**config.mk**
```make
export PLATFORM = sky130hd
export DESIGN_NAME = alu_issue_stage
export DESIGN_NICKNAME = d
export VERILOG_FILES = /design/src/rtl/alu_issue_stage.sv
export SDC_FILE = /design/constraint.sdc
export NUM_CORES = 1
export LEC_CHECK = 0
export BUFFER_PORTS_ARGS = -buffer_cell sky130_fd_sc_hd__buf_2
export CORE_MARGIN = 2
export CORE_UTILIZATION = 40
export DETAILED_ROUTE_END_ITERATION = 6
export GPL_ROUTABILITY_DRIVEN = 0
export GPL_TIMING_DRIVEN = 0
export PLACE_DENSITY_LB_ADDON = 0.05
export SLEW_MARGIN = 20
export SYNTH_ARGS = -nofsm -noshare
export SYNTH_HDL_FRONTEND = slang
export SYNTH_SLANG_ARGS = --single-unit
```
**constraint.sdc**
```tcl
create_clock -name clk -period 2.1 [get_ports clk]
set_input_delay 0.42 -clock clk [delete_from_list [all_inputs] [get_ports clk]]
set_output_delay 0.42 -clock clk [all_outputs]
set_load 0.1 [all_outputs]
```
**src/rtl/alu_issue_stage.sv**
```systemverilog
// ALU issue slice: decodes ALUOp/Funct, selects and extends operand B, and
// buffers issued ops in a 2-entry skid buffer. Optional: ALU_ISSUE_ILLEGAL_DETECT_EN.
module alu_issue_stage #(
   parameter int DATA_W = 32,
   parameter int REG_W  = 5
) (
   input  logic              clk,
   input  logic              reset,
   input  logic              Flush,
   input  logic              InValid,
   output logic              InReady,
   input  logic [1:0]        ALUOp,
   input  logic [5:0]        Funct,
   input  logic              ALUSrc,
   input  logic [DATA_W-1:0] ReadData1,
   input  logic [DATA_W-1:0] ReadData2,
   input  logic [15:0]       Imm16,
   input  logic [REG_W-1:0]  WriteRegIn,
   output logic              OutValid,
   input  logic              OutReady,
   output logic [DATA_W-1:0] Data1,
   output logic [DATA_W-1:0] Data2,
   output logic [3:0]        ALUCtl,
   output logic [REG_W-1:0]  WriteRegOut
`ifdef ALU_ISSUE_ILLEGAL_DETECT_EN
  ,output logic              IllegalOp
`endif
);

   typedef struct packed {
      logic [DATA_W-1:0] d1;
      logic [DATA_W-1:0] d2;
      logic [3:0]        ctl;
      logic [REG_W-1:0]  wr;
   } entry_t;

   function automatic logic [3:0] alu_decode(input logic [1:0] op, input logic [5:0] fn);
      logic [3:0] ctl;
      ctl = 4'b1111;
      case (op)
         2'b00:   ctl = 4'b0010;
         2'b01:   ctl = 4'b0110;
         2'b11:   ctl = 4'b0001;
         2'b10: begin
            case (fn)
               6'b100000: ctl = 4'b0010;
               6'b100010: ctl = 4'b0110;
               6'b100100: ctl = 4'b0000;
               6'b100101: ctl = 4'b0001;
               6'b101010: ctl = 4'b0111;
               default:   ctl = 4'b1111;
            endcase
         end
         default: ctl = 4'b1111;
      endcase
      return ctl;
   endfunction

   entry_t     head_r;
   entry_t     tail_r;
   logic [1:0] count_r;
   entry_t     new_s;
   logic       acc_s;
   logic       cons_s;

   // Input-side decode and operand-B selection; immediate-logic ops zero-extend.
   always_comb begin
      new_s     = '0;
      new_s.d1  = ReadData1;
      new_s.ctl = alu_decode(ALUOp, Funct);
      new_s.wr  = WriteRegIn;
      if (!ALUSrc) begin
         new_s.d2 = ReadData2;
      end else if (ALUOp == 2'b11) begin
         new_s.d2 = {{(DATA_W-16){1'b0}}, Imm16};
      end else begin
         new_s.d2 = {{(DATA_W-16){Imm16[15]}}, Imm16};
      end
   end

   assign InReady     = (count_r != 2'd2);
   assign OutValid    = (count_r != 2'd0);
   assign acc_s       = InValid && InReady;
   assign cons_s      = OutValid && OutReady;
   assign Data1       = head_r.d1;
   assign Data2       = head_r.d2;
   assign ALUCtl      = head_r.ctl;
   assign WriteRegOut = head_r.wr;

   // Skid buffer state: head is always the oldest op; flush keeps last head values visible.
   always_ff @(posedge clk) begin
      if (reset) begin
         count_r <= 2'd0;
         head_r  <= '0;
         tail_r  <= '0;
      end else if (Flush) begin
         count_r <= 2'd0;
      end else begin
         case (count_r)
            2'd0: begin
               if (acc_s) begin
                  head_r  <= new_s;
                  count_r <= 2'd1;
               end
            end
            2'd1: begin
               if (acc_s && cons_s) begin
                  head_r <= new_s;
               end else if (acc_s) begin
                  tail_r  <= new_s;
                  count_r <= 2'd2;
               end else if (cons_s) begin
                  count_r <= 2'd0;
               end
            end
            2'd2: begin
               if (cons_s) begin
                  head_r  <= tail_r;
                  count_r <= 2'd1;
               end
            end
            default: count_r <= 2'd0;
         endcase
      end
   end

`ifdef ALU_ISSUE_ILLEGAL_DETECT_EN
   logic illegal_r;
   assign IllegalOp = illegal_r;

   // Sticky flag for any op that reaches the buffer decoding to PASS; survives Flush.
   always_ff @(posedge clk) begin
      if (reset) begin
         illegal_r <= 1'b0;
      end else if (acc_s && !Flush && (new_s.ctl == 4'b1111)) begin
         illegal_r <= 1'b1;
      end
   end
`endif

endmodule

```
==> Word-level counts from Yosys, hierarchy flattened <==
Cells that the tools add are included.
W data, S select, Z words.
{ "op_classes": {"n_eq_ne": 16, "muxes": 14, "n_bitwise": 2, "n_reduce_logical": 11} }
{ "op_table": {"columns": ["operator", "n"], "rows": [
  ["$mux W73", 3],
  ["$pmux W73 S3", 1],
  ["$mux W32", 2],
  ["$eq A6 B6 Y1 const B", 5],
  ["$pmux W4 S5", 1],
  ["$pmux W4 S4", 1],
  ["$mux W2", 5],
  ["$ne A2 B2 Y1 const B", 5],
  ["$reduce_and A4 Y1", 2],
  ["$eq A2 B2 Y1 const B", 3],
  ["$pmux W2 S3", 1],
  ["$reduce_and A5 Y1", 1],
  ["$eq A2 B1 Y1 const B", 2],
  ["$logic_not A2 Y1", 2],
  ["$logic_and A1 B1 Y1", 3],
  ["$ne A3 B3 Y1 const B", 1],
  ["$reduce_bool A3 Y1", 1],
  ["$not A1 Y1", 2],
  ["$reduce_bool A2 Y1", 1],
  ["$reduce_or A2 Y1", 1]
]} }
{ "word_totals": {"regBits": 148, "input_bits": 99, "output_inout_bits": 75, "elab_cells": 52} }

==> Depth between registers and ports, before layout <==
Gate-level depths: netlist (run 1).
{ "depth": {"ltp_word": 6, "depth_mapped": 8, "mapped_depth_nobuf": 6} }

==> Least setup slack after synthesis (run 1) <==
OpenSTA, ideal clock, no wires.
{ "synth_path": {"path_type": "reg2reg", "start": "register count_r[0]", "end": "register head_r, in the netlist ALUCtl[0]", "setup_time_ns": 0.095, "arrival_ns": 2.080, "required_time_ns": 2.005, "path_slack_ns": -0.076, "path_stages_with_launch": 7, "n_path_buf": 2, "synth_period_minus_slack_ns": 2.176, "cell_sequence": "dfxtp_1 > nor2_2 > inv_2 > buf_2 > clkbuf_1 > nand2_1 > a221oi_1"} }
{ "synth_via": {"elab_chain_len": 5, "elab_cells_between_ends": 14, "cone_classes": "eq/ne: 6; mux: 1; reduce/logical: 7"} }
{ "synth_lines": {"columns": ["element", "line_no", "text"], "rows": [
  ["start: declaration", "61", "logic [1:0] count_r;"],
  ["start signal: assignment", "93", "count_r <= 2'd0;"],
  ["start signal: assignment", "97", "count_r <= 2'd0;"],
  ["start signal: assignment", "103", "count_r <= 2'd1;"],
  ["$ne A2 B2 Y1 *", "81", "assign InReady = (count_r != 2'd2);"],
  ["via InReady", "11", "output logic InReady,"],
  ["$logic_and A1 B1 Y1 *", "83", "assign acc_s = InValid && InReady;"],
  ["$logic_and A1 B1 Y1", "107", "if (acc_s && cons_s) begin"],
  ["$ne A2 B2 Y1 (no source line)", null, null],
  ["$reduce_and A5 Y1 (no source line) *", null, null],
  ["end signal: assignment", "102", "head_r <= new_s;"],
  ["end signal: assignment", "108", "head_r <= new_s;"],
  ["end signal: assignment", "118", "head_r <= tail_r;"],
  ["end: declaration", "59", "entry_t head_r;"]
]} }
The timed path passes the listed nets; every way through them passes the cells marked *.
A chain may end at the register's enable or synchronous reset.

==> Worst setup path in the final report (run 1) <==
{ "layout_path": {"start": "register count_r[1]", "end": "register head_r, in the netlist Data2[8]"} }
{ "layout_via": {"elab_chain_len": 5, "elab_cells_between_ends": 14, "cone_classes": "eq/ne: 6; mux: 1; reduce/logical: 7"} }
{ "layout_lines": {"columns": ["element", "line_no"], "rows": [
  ["$ne A2 B2 Y1 or $reduce_bool A2 Y1 (tied branches)", "81, 82"],
  ["$logic_and A1 B1 Y1, on equally long branches", "83, 84"],
  ["$logic_and A1 B1 Y1", "107"],
  ["$ne A2 B2 Y1 (no source line)", null],
  ["$reduce_and A5 Y1 (no source line)", null]
]} }
Parallel ways exist; a longest one is shown, timed or not.

==> results.md, run 1 <==
* Status: complete, no violations
* Area of the multi-input gates at ~0.0032 sq mm
* Yosys top cell area share at 45.63%
* Area delta synth->final at 26.36%
* Port bufs at 173
* Final ANT Viol Nets at 0
* CTS Buffer Depth at 2
* Post-Synthesis Net Count at 836
* Largest vdd supply drop at ~0.65 mV
* Leading cell type in the layout, fill and taps excluded: buf_2
* Setup TNS at 0 ps
* # setup viols final at 0
* Register bit total from synthesis at 148
* CTS tree: built
* CTS root buffer: clkbuf_16
* Max Clock Freq at just over 0.5 GHz
* Worst-path fanout max at 10
* Layout Skew at between 6 and 7 ps
* Power Density at 885.9 mW/mm^2
* Slew Viols, Final at 0
* WS Path Type: reg2reg
* Initial antenna violation count at 1
* Area leader, netlist: dfxtp_1
* Share of layout cells above drive strength 1 at 25.88%
* Initial Util at 40.88%
* Vias in the first global route at 6419
* Global-route wire length before repair at 32810 um
* CTS Sinks at 148
* Register area at 0.002963 sq mm
* Worst slew pin tran at roughly 780 ps
* Commonest cells after routing, fill and taps aside: buf_2, dfxtp_1, nand2_1
* Worst-Skew Late Latency at between 400 and 500 ps
* Routed wire length at 20740 um
* Die area at 0.01727 sq mm
* Final Hold Fails at 0
* Non-filler instance count after layout at 1155
* Sequential area share after synthesis at 45.63%
* Die width at 131.4 um
* Post-Syn Area per Cell at 8.811 sq um
* Kind of start point of the critical path: register
* WP data arrival at between 2000 and 2500 ps
* Die Ht at around 130 um
* Synthesis Warnings at 0
* Crit path time final at 1927 ps
* TritonCTS Buffers at 17
* Most area-consuming cells after synthesis: dfxtp_1, mux2i_1, a21oi_1, a311oi_1, nand2_1
* Drt drc at 0
* Antenna Cells at 0
* Hpwl dp at 15160 um
* LEAKAGE at 3.551 nW
* Final Cycle Share at roughly nine tenths
* Largest net degree at the start of global routing at 27
* Via count at 6356
* Critical path required time at between 2000 and 2500 ps
* Rows at 46
* CTS H-Tree Depth at 4
* First-pass detailed-route iteration total at 5
* Critical Path End Type: register
* Clock transition at the registers of the reported paths at 60 ps
* Core area at 0.01589 sq mm
* Nets@finish at 1026
* DRT iter0 DRCs at 360
* Cells on worst reg2reg path at 5
* Post-Syn Instances at 737
* Fill cells at 1578
* Top-Level Pins at 174
* Max-cap violation count at 0
* Yosys cell types at 40
* Count of hold-fix buffers inserted at cts at 0
* Synth Cell Area at 0.006494 sq mm
* DR vias/cell at 5.503
* Worst Hold Class: in2reg
* Global router's overall resource usage at 23.73%
* Worst rel slew slack at about half
* Total gr overflow at 0
* Cell Count Post-Placement at 1126
* WHS Path Cells at 3
* Avg WL per Cell at 17.96 um
-- logic make-up (layout without fill, tap and decap cells) --
kind of cell	after synthesis	count (layout)	share of synthesized area, %
AOI/OAI and AO/OA	246	246	26.82
buffers and inverters	85	287	5.395
DFF	148	148	45.63
muxes	53	53	8.170
and+or+nand+nor	205	205	13.99
-- cell usage after synthesis (all sizes together) --
library cell,number
dfxtp,148
nand2,99
a21oi,95
nor2,55
a311oi,54
mux2i,53
clkbuf,50
buf,28
nand2b,21
a211oi,19
o21ai,19
o211ai,18
and3,16
o41ai,16
o2111ai,15
inv,7
nor3,4
nor2b,3
a221oi,2
a31o,2
nand3b,2
a2111o,1
a2111oi,1
a21boi,1
a31oi,1
a41oi,1
and2,1
nand3,1
nor4,1
nor4b,1
o31ai,1
or2,1
-- critical path, stage by stage (launching register included) --
cell and delay (ps):
dfxtp_1 350, nand2b_1 270, o21ai_4 320, clkbuf_1 490
o2111ai_1 240, a21oi_1 180
-- report_power, final --
| part | switching [mW] | internal, mW | leakage (nW) |
|---|---|---|---|
| combinational | 1.07 | 0.309 | 2.07 |
| sequential | 0.0594 | 2.91 | 1.20 |
| clock | 1.17 | 1.74 | 0.271 |
-- worst paths after layout --
path	start	endpoint	slack [ps]
max	count_r[1]	Data2[8]	170
min	ReadData1[20]	tail_r[61]	240
max reg2reg	count_r[1]	Data2[8]	170
min reg2reg	tail_r[44]	tail_r[44]	450
-- timing repair --
item / CTS / global route
gates resized for setup: 2 / 4
endpoints found under the setup margin: 1 / 2
setup buffers: 0 / 0
-- flip-flops by register name, summed over array words and instances (netlist names) --
name and count:
count_r 2, ALUCtl 4, Data1 32, WriteRegOut 5, tail_r 73, Data2 32
-- metrics by stage --
| stage | hold WS (ps) | cell area, sq um | setup slack, ps | util, % | power (mW) |
|---|---|---|---|---|---|
| global route | 245.6 | 8205 | -7.748 | 51.65 | 7.513 |
| finish | 244.2 | 8205 | 172.7 | 51.65 | 7.269 |
| CTS | 230.9 | 8192 | 26.17 | 51.57 | 7.309 |
| detailed placement | 445.6 | 7631 | 6.940 | 48.04 | 4.413 |
| floorplan | 435.7 | 6495 | 401.0 | - | 4.056 |
| global placement | 441.2 | 7631 | 14.00 | 48.04 | 4.393 |
-- routing by layer --
layer	share of wire, %	global-route usage (%)	vias up
li1	-	-	3107
met1	43	28.94	3009
met2	49	40.84	211
met3	5.8	5.170	29
met4	2.1	9.118	0
met5	0	0	-
-- area by class of cell --
class	instances	share of cell area [%]
multi-input cells	504	38.90
clock inverters	8	0.9302
inverters	7	0.3507
repair buffers	173	10.63
plain buffers	76	3.843
clock buffers	23	5.947
flip-flops and latches	148	36.11
well taps	216	3.294
Power figures use the tool's default switching activity.
==> inputs of run 2 (changes only) <==
PLACE_DENSITY_LB_ADDON = default   (was 0.05)
==> run 2 against run 1 <==
  * First-iteration DRC count increased by 12%
  * Via count decreased by 2.0%
  * Clock power increased by 11%
  * Cell count increased by 0.26%
  * Power increased by 4.5%
  * Fmax decreased by 4.4%
  * Core utilization increased by 0.48 points
  * Critical endpoint is now InReady
==> results.md, run 2 (synthesized netlist as in run 1, its figures left out) <==
* Die area at 0.01727 sq mm (unchanged)
* TritonCTS Buffers at 17 (unchanged)
* Reg2reg end: Data2[7] (was Data2[8])
* WP data arrival at 1600 ps (was 2280 ps)
* Crit path time final at 2016 ps (was 1927 ps)
* CTS Buffer Depth at 2 (unchanged)
* WS Path Type: reg2out (was reg2reg)
* Worst-path fanout max at 17 (was 10)
* Rows at 46 (unchanged)
* Critical path required time at 1680 ps (was 2450 ps)
* Final ANT Viol Nets at 0 (unchanged)
* Port bufs at 173 (unchanged)
* Leading cell type in the layout, fill and taps excluded: buf_2 (unchanged)
* Cells on worst reg2reg path at 5 (unchanged)
* Avg WL per Cell at 17.58 um (was 17.96 um)
* Hpwl dp at 14510 um (was 15160 um)
* Core area at 0.01589 sq mm (unchanged)
* Final Hold Fails at 0 (unchanged)
* Critical path's largest stage delay at 340 ps (was 490 ps)
* Routed wire length at 20360 um (was 20740 um)
* DR vias/cell at 5.378 (was 5.503)
* Worst Hold Class: in2reg (unchanged)
* Drt drc at 0 (unchanged)
* Initial antenna violation count at 3 (was 1)
* Placed cell areas at 0.007631 sq mm (unchanged)
* Final Cycle Share at 95.99% (was 91.78%)
* LEAKAGE at 3.594 nW (was 3.551 nW)
* Largest vdd supply drop at 0.5967 mV (was 0.6480 mV)
* Setup TNS at 0 ps (unchanged)
* Die Ht at 131.4 um (unchanged)
* Area delta synth->final at 27.53% (was 26.36%)
* Vias in the first global route at 5963 (was 6419)
* Max-cap violation count at 0 (unchanged)
* WHS Endpoint: tail_r[58] (was tail_r[61])
* Power Density at 917.2 mW/mm^2 (was 885.9 mW/mm^2)
* # setup viols final at 0 (unchanged)
* First-pass detailed-route iteration total at 5 (unchanged)
* Die width at 131.4 um (unchanged)
* R2r startpoint: count_r[1] (unchanged)
* Global-route wire length before repair at 32230 um (was 32810 um)
* CTS H-Tree Depth at 4 (unchanged)
* Worst rel slew slack at 48.21% (was 48.32%)
* CP cell instances: inv_2 > nor2_4 > inv_2 > clkbuf_8 > buf_8 (was nand2b_1 > o21ai_4 > clkbuf_1 > o2111ai_1 > a21oi_1)
* Final worst setup slack at 84.13 ps (was 172.7 ps)
* Clock transition at the registers of the reported paths at 60 ps (about the same)
* Cell Count Post-Placement at 1126 (unchanged)
* Unrepaired setup endpoints after global routing: false
* Kind of start point of the critical path: register (unchanged)
* WHS Path Cells at 3 (unchanged)
* Commonest cells after routing, fill and taps aside: buf_2, dfxtp_1, nand2_1 (unchanged)
* Worst slack, placed at -13.36 ps (was 6.940 ps)
* Hold Crit Start: ReadData1[17] (was ReadData1[20])
* Total gr overflow at 0 (unchanged)
* Layout Skew at 5.599 ps (was 6.608 ps)
* CTS Sinks at 148 (unchanged)
* Top-Level Pins at 174 (unchanged)
* Largest net degree at the start of global routing at 18 (was 27)
* Status: complete, no violations (unchanged)
* Non-filler instance count after layout at 1158 (was 1155)
* Max reg flops at 73 (unchanged)
* Nets@finish at 1027 (was 1026)
* Worst-Skew Late Latency at 430 ps (was 420 ps)
* Slew Viols, Final at 0 (unchanged)
* R2R setup slack at 230 ps (was 170 ps)
* Final hold slack at 234.7 ps (was 244.2 ps)
* Max Clock Freq at 0.4961 GHz (was 0.5189 GHz)
* Global router's overall resource usage at 23.36% (was 23.73%)
* Biggest register: tail_r (unchanged)
* Via count at 6228 (was 6356)
* Slowest stage cell, crit path: dfxtp_2 (was clkbuf_1)
* CP Buf/Inv Count at 4 (was 1)
* Final instance area at 0.008282 sq mm (was 0.008205 sq mm)
* CTS root buffer: clkbuf_16 (unchanged)
* Worst slew pin tran at 776.9 ps (was 775.2 ps)
* CP top delay family: buffers and inverters (was compound AO/OA/AOI/OAI gates)
* Critical Path End Type: primary output (was register)
* Share of layout cells above drive strength 1 at 26.25% (was 25.88%)
* Crit-path most repeated cell: inv_2
* Number of setup buffers added after CTS at 0 (unchanged)
* DRT iter0 DRCs at 402 (was 360)
* CTS tree: built (unchanged)
* Initial Util at 40.88% (unchanged)
* Final core utilization at 52.13% (was 51.65%)
* Post-layout power at 7.596 mW (was 7.269 mW)
-- run 2: cell types whose count changed in the layout (fill, tap and decap cells not counted), sizes merged --
cell / delta
bufinv: +3
clkinv: +1
clkinvlp: -2
diode: +1
-- run 2: per-layer routing --
layer,part of all wire (%),GRT usage [%]
met5,0,0
met4,2.0,8.635
met3,7.0,6.327
met2,46,36.68
met1,45,30.78
-- run 2: worst max path at each step --
stage / slack (ps) / start / to / depth (start not counted)
final: 80 / count_r[1] / InReady / 5
after global routing: 20 / count_r[1] / InReady / 5
after CTS: 70 / count_r[1] / InReady / 5
after detailed placement: -10 / count_r[0] / InReady / 5
after global placement: -4 / count_r[0] / InReady / 5
after floorplan: 400 / count_r[1] / Data2[26] / 7
-- run 2: power breakdown --
group | switching (mW) | total (mW) | internal, mW
clock network | 1.17 | 3.24 | 2.07
registers | 0.0628 | 2.98 | 2.91
logic | 1.07 | 1.38 | 0.309
-- run 2: final cells by class --
class / instances / area (sq um)
multi-input cells: 504 / 3186
repair buffers: 173 / 875.8
clock inverters: 10 / 152.6
diodes: 1 / 2.502
clock buffers: 22 / 474.2
fillers: 1644 / 7604
well taps: 216 / 270.3
flip-flops and latches: 148 / 2965
inverters: 7 / 26.28
plain buffers: 77 / 329.1
-- run 2: worst register-to-register path, stage by stage (launching register included) --
cell       delay (ps)
dfxtp_2           340
nand2b_1          230
o21ai_4           310
clkbuf_1          520
o2111ai_1         230
a21oi_1           180
-- run 2: what timing repair did --
action / 4_1_cts / 5_1_grt
hold endpoints to repair: 0 / 0
hold buffers: 0 / 0
resized for setup: 8 / 0
endpoints found under the setup margin: 1 / 0
==> inputs of run 3 (changes only) <==
clock period = 1.9 ns   (was 2.1 ns; I/O delays follow)
==> run 3 against run 2 <==
  * Core utilization grew 0.29 points
  * Non-clock buffer count rose by 2
  * Highest routed layer unchanged
  * Sequential power increased by 10%
  * Die area stayed put
  * Combinational power is 11% higher
  * Setup slack lost 39 ps
  * First-iteration DRC count increased by 2.2%
  * Cell area up 0.56%
  * Largest power group unchanged
  * Critical path depth down 1
  * Wire length up 0.67%
==> results.md, run 3 (synthesized netlist as in run 1, its figures left out) <==
* Status: complete, no violations (unchanged)
* Die area at 0.01727 sq mm (unchanged)
* Non-filler instance count after layout at 1160 (was 1158)
* Die width at 131.4 um (unchanged)
* Area delta synth->final at 28.25% (was 27.53%)
* Slew Viols, Final at 0 (unchanged)
* Kind of start point of the critical path: register (unchanged)
* Biggest register: tail_r (unchanged)
* DRT iter0 DRCs at 411 (was 402)
* Final instance area at 0.008328 sq mm (was 0.008282 sq mm)
* Port bufs at 173 (unchanged)
* Drt drc at 0 (unchanged)
* Clock transition at the registers of the reported paths at 60 ps (about the same)
* Top-Level Pins at 174 (unchanged)
* Cell Count Post-Placement at 1126 (unchanged)
* # setup viols final at 0 (unchanged)
* CTS Sinks at 148 (unchanged)
* Die Ht at 131.4 um (unchanged)
* Max-cap violation count at 0 (unchanged)
* DR vias/cell at 5.407 (was 5.378)
* Hold Crit Start: OutReady (was ReadData1[17])
* Commonest cells after routing, fill and taps aside: buf_2, dfxtp_1, nand2_1 (unchanged)
* Clock Power Share at 42.7% (about the same)
* Cells on worst reg2reg path at 6 (was 5)
* Largest vdd supply drop at 0.6595 mV (was 0.5967 mV)
* CTS Buffer Depth at 2 (unchanged)
* Final Hold Fails at 0 (unchanged)
* Critical Path End Type: primary output (unchanged)
* Global-route wire length before repair at 32260 um (was 32230 um)
* Worst-Skew Late Latency at 430 ps (about the same)
* Via count at 6272 (was 6228)
* Rows at 46 (unchanged)
* Sw Pwr at 2.557 mW (was 2.302 mW)
* Hpwl dp at 14510 um (unchanged)
* Core area at 0.01589 sq mm (unchanged)
* Combinational power share at 18.2% (was 18.1%)
* WS Path Type: reg2out (unchanged)
* Part of the power in registers at 39.1% (was 39.2%)
* Power Density at 1011 mW/mm^2 (was 917.2 mW/mm^2)
* Worst slew pin tran at 791.3 ps (was 776.9 ps)
* Crit path time final at 1855 ps
* Vias in the first global route at 5967 (was 5963)
* Sw frac at 30.38% (was 30.30%)
* Nets@finish at 1029 (was 1027)
* WP data arrival at 1470 ps (was 1600 ps)
* Leading cell type in the layout, fill and taps excluded: buf_2 (unchanged)
* Fill cells at 1639 (was 1644)
* CTS H-Tree Depth at 4 (unchanged)
* CTS root buffer: clkbuf_16 (unchanged)
* Total gr overflow at 0 (unchanged)
* WHS Path Cells at 2 (was 3)
* Largest net degree at the start of global routing at 18 (unchanged)
* Placed cell areas at 0.007631 sq mm (unchanged)
* Initial antenna violation count at 3 (unchanged)
* Critical path required time at 1520 ps (was 1680 ps)
* Initial Util at 40.88% (unchanged)
* Reg2reg end: tail_r[69] (was Data2[7])
* Routed wire length at 20490 um (was 20360 um)
* First-pass detailed-route iteration total at 4 (was 5)
* Layout Skew at 4.375 ps (was 5.599 ps)
* Share of layout cells above drive strength 1 at 26.62% (was 26.25%)
* Worst Hold Class: in2reg (unchanged)
* LEAKAGE at 3.624 nW (was 3.594 nW)
* Max Clock Freq at 0.5392 GHz
* R2r startpoint: count_r[1] (unchanged)
* Avg WL per Cell at 17.67 um (was 17.58 um)
* Unrepaired setup endpoints after global routing: false (unchanged)
* Worst rel slew slack at 47.25% (was 48.21%)
* Global router's overall resource usage at 23.39% (was 23.36%)
* TritonCTS Buffers at 17 (unchanged)
* WHS Endpoint: count_r[1] (was tail_r[58])
* Final ANT Viol Nets at 0 (unchanged)
* CTS tree: built (unchanged)
* P_int at 5.860 mW (was 5.295 mW)
* R2R setup slack at 110 ps (was 230 ps)
* Worst-path fanout max at 17 (unchanged)
* Max reg flops at 73 (unchanged)
* Final Cycle Share at 97.62%
-- run 3: cell count changes in the layout (fill, tap and decap cells not counted), sizes merged --
cell and delta:
buf +1, clkbuf +1
-- run 3: worst max-delay path, stage by stage, from the launching register on --
cell      delay (ps)
dfxtp_2          410
nor2_4            70
inv_4            150
clkbuf_8         220
buf_12           180
-- run 3: what timing repair did --
action / in CTS / in global routing
endpoints found under the setup margin: 6 / 58
hold buffers: 0 / 0
buffers inserted: 1 / 1
pin swaps: 1 / 1
gates resized for setup: 9 / 7
-- run 3: worst max path at each step --
stage | to | startpoint | cells after the start | slack [ps]
after floorplan | Data2[26] | count_r[1] | 7 | 200
after global placement | InReady | count_r[0] | 5 | -160
after detailed placement | InReady | count_r[0] | 5 | -170
after CTS | InReady | count_r[0] | 4 | 20
after global routing | InReady | count_r[0] | 4 | 7
final | InReady | count_r[0] | 4 | 50
-- run 3: area by class of cell --
type                       instances  area, sq um  area share, %
multi-input combinational        504         3192          38.33
sequential                       148         2965          35.61
timing repair buffer             175        908.4          10.91
clock buffer                      22        474.2          5.694
buffer                            77        334.1          4.011
tap                              216        270.3          3.245
clock inverter                    10        152.6          1.833
inverter                           7        28.78         0.3456
antenna                            1        2.502        0.03005
-- run 3: power by group through the flow --
stage / clock [mW] / sequential [mW] / combinational, mW
2_1_floorplan: 0 / 4.03 / 0.454
3_3_place_gp: 0 / 3.36 / 1.51
3_5_place_dp: 0 / 3.36 / 1.52
4_1_cts: 3.63 / 3.29 / 1.52
5_1_grt: 3.75 / 3.30 / 1.62
6_report: 3.59 / 3.29 / 1.53
-- run 3: layer usage --
metal / vias to the layer above / wire [um] / global-route usage, %
li1: 3102 / - / -
met1: 2936 / 9340 / 30.81
met2: 200 / 9311 / 36.74
met3: 34 / 1435 / 6.327
met4: 0 / 405 / 8.635
met5: - / 0 / 0
-- run 3: per-stage QoR --
step                total power, mW  hold slack (ps)  utilization, %  TNS (ps)  worst slack [ps]
finish                        8.416            193.4           52.43         0             45.26
floorplan                     4.483            435.7               -         0             201.0
global route                  8.672            196.4           52.43         0             7.178
CTS                           8.443            181.2           52.18         0             19.33
detailed placement            4.874            445.6           48.04     -9892            -173.4
global placement              4.866            441.0           48.04     -8914            -163.9
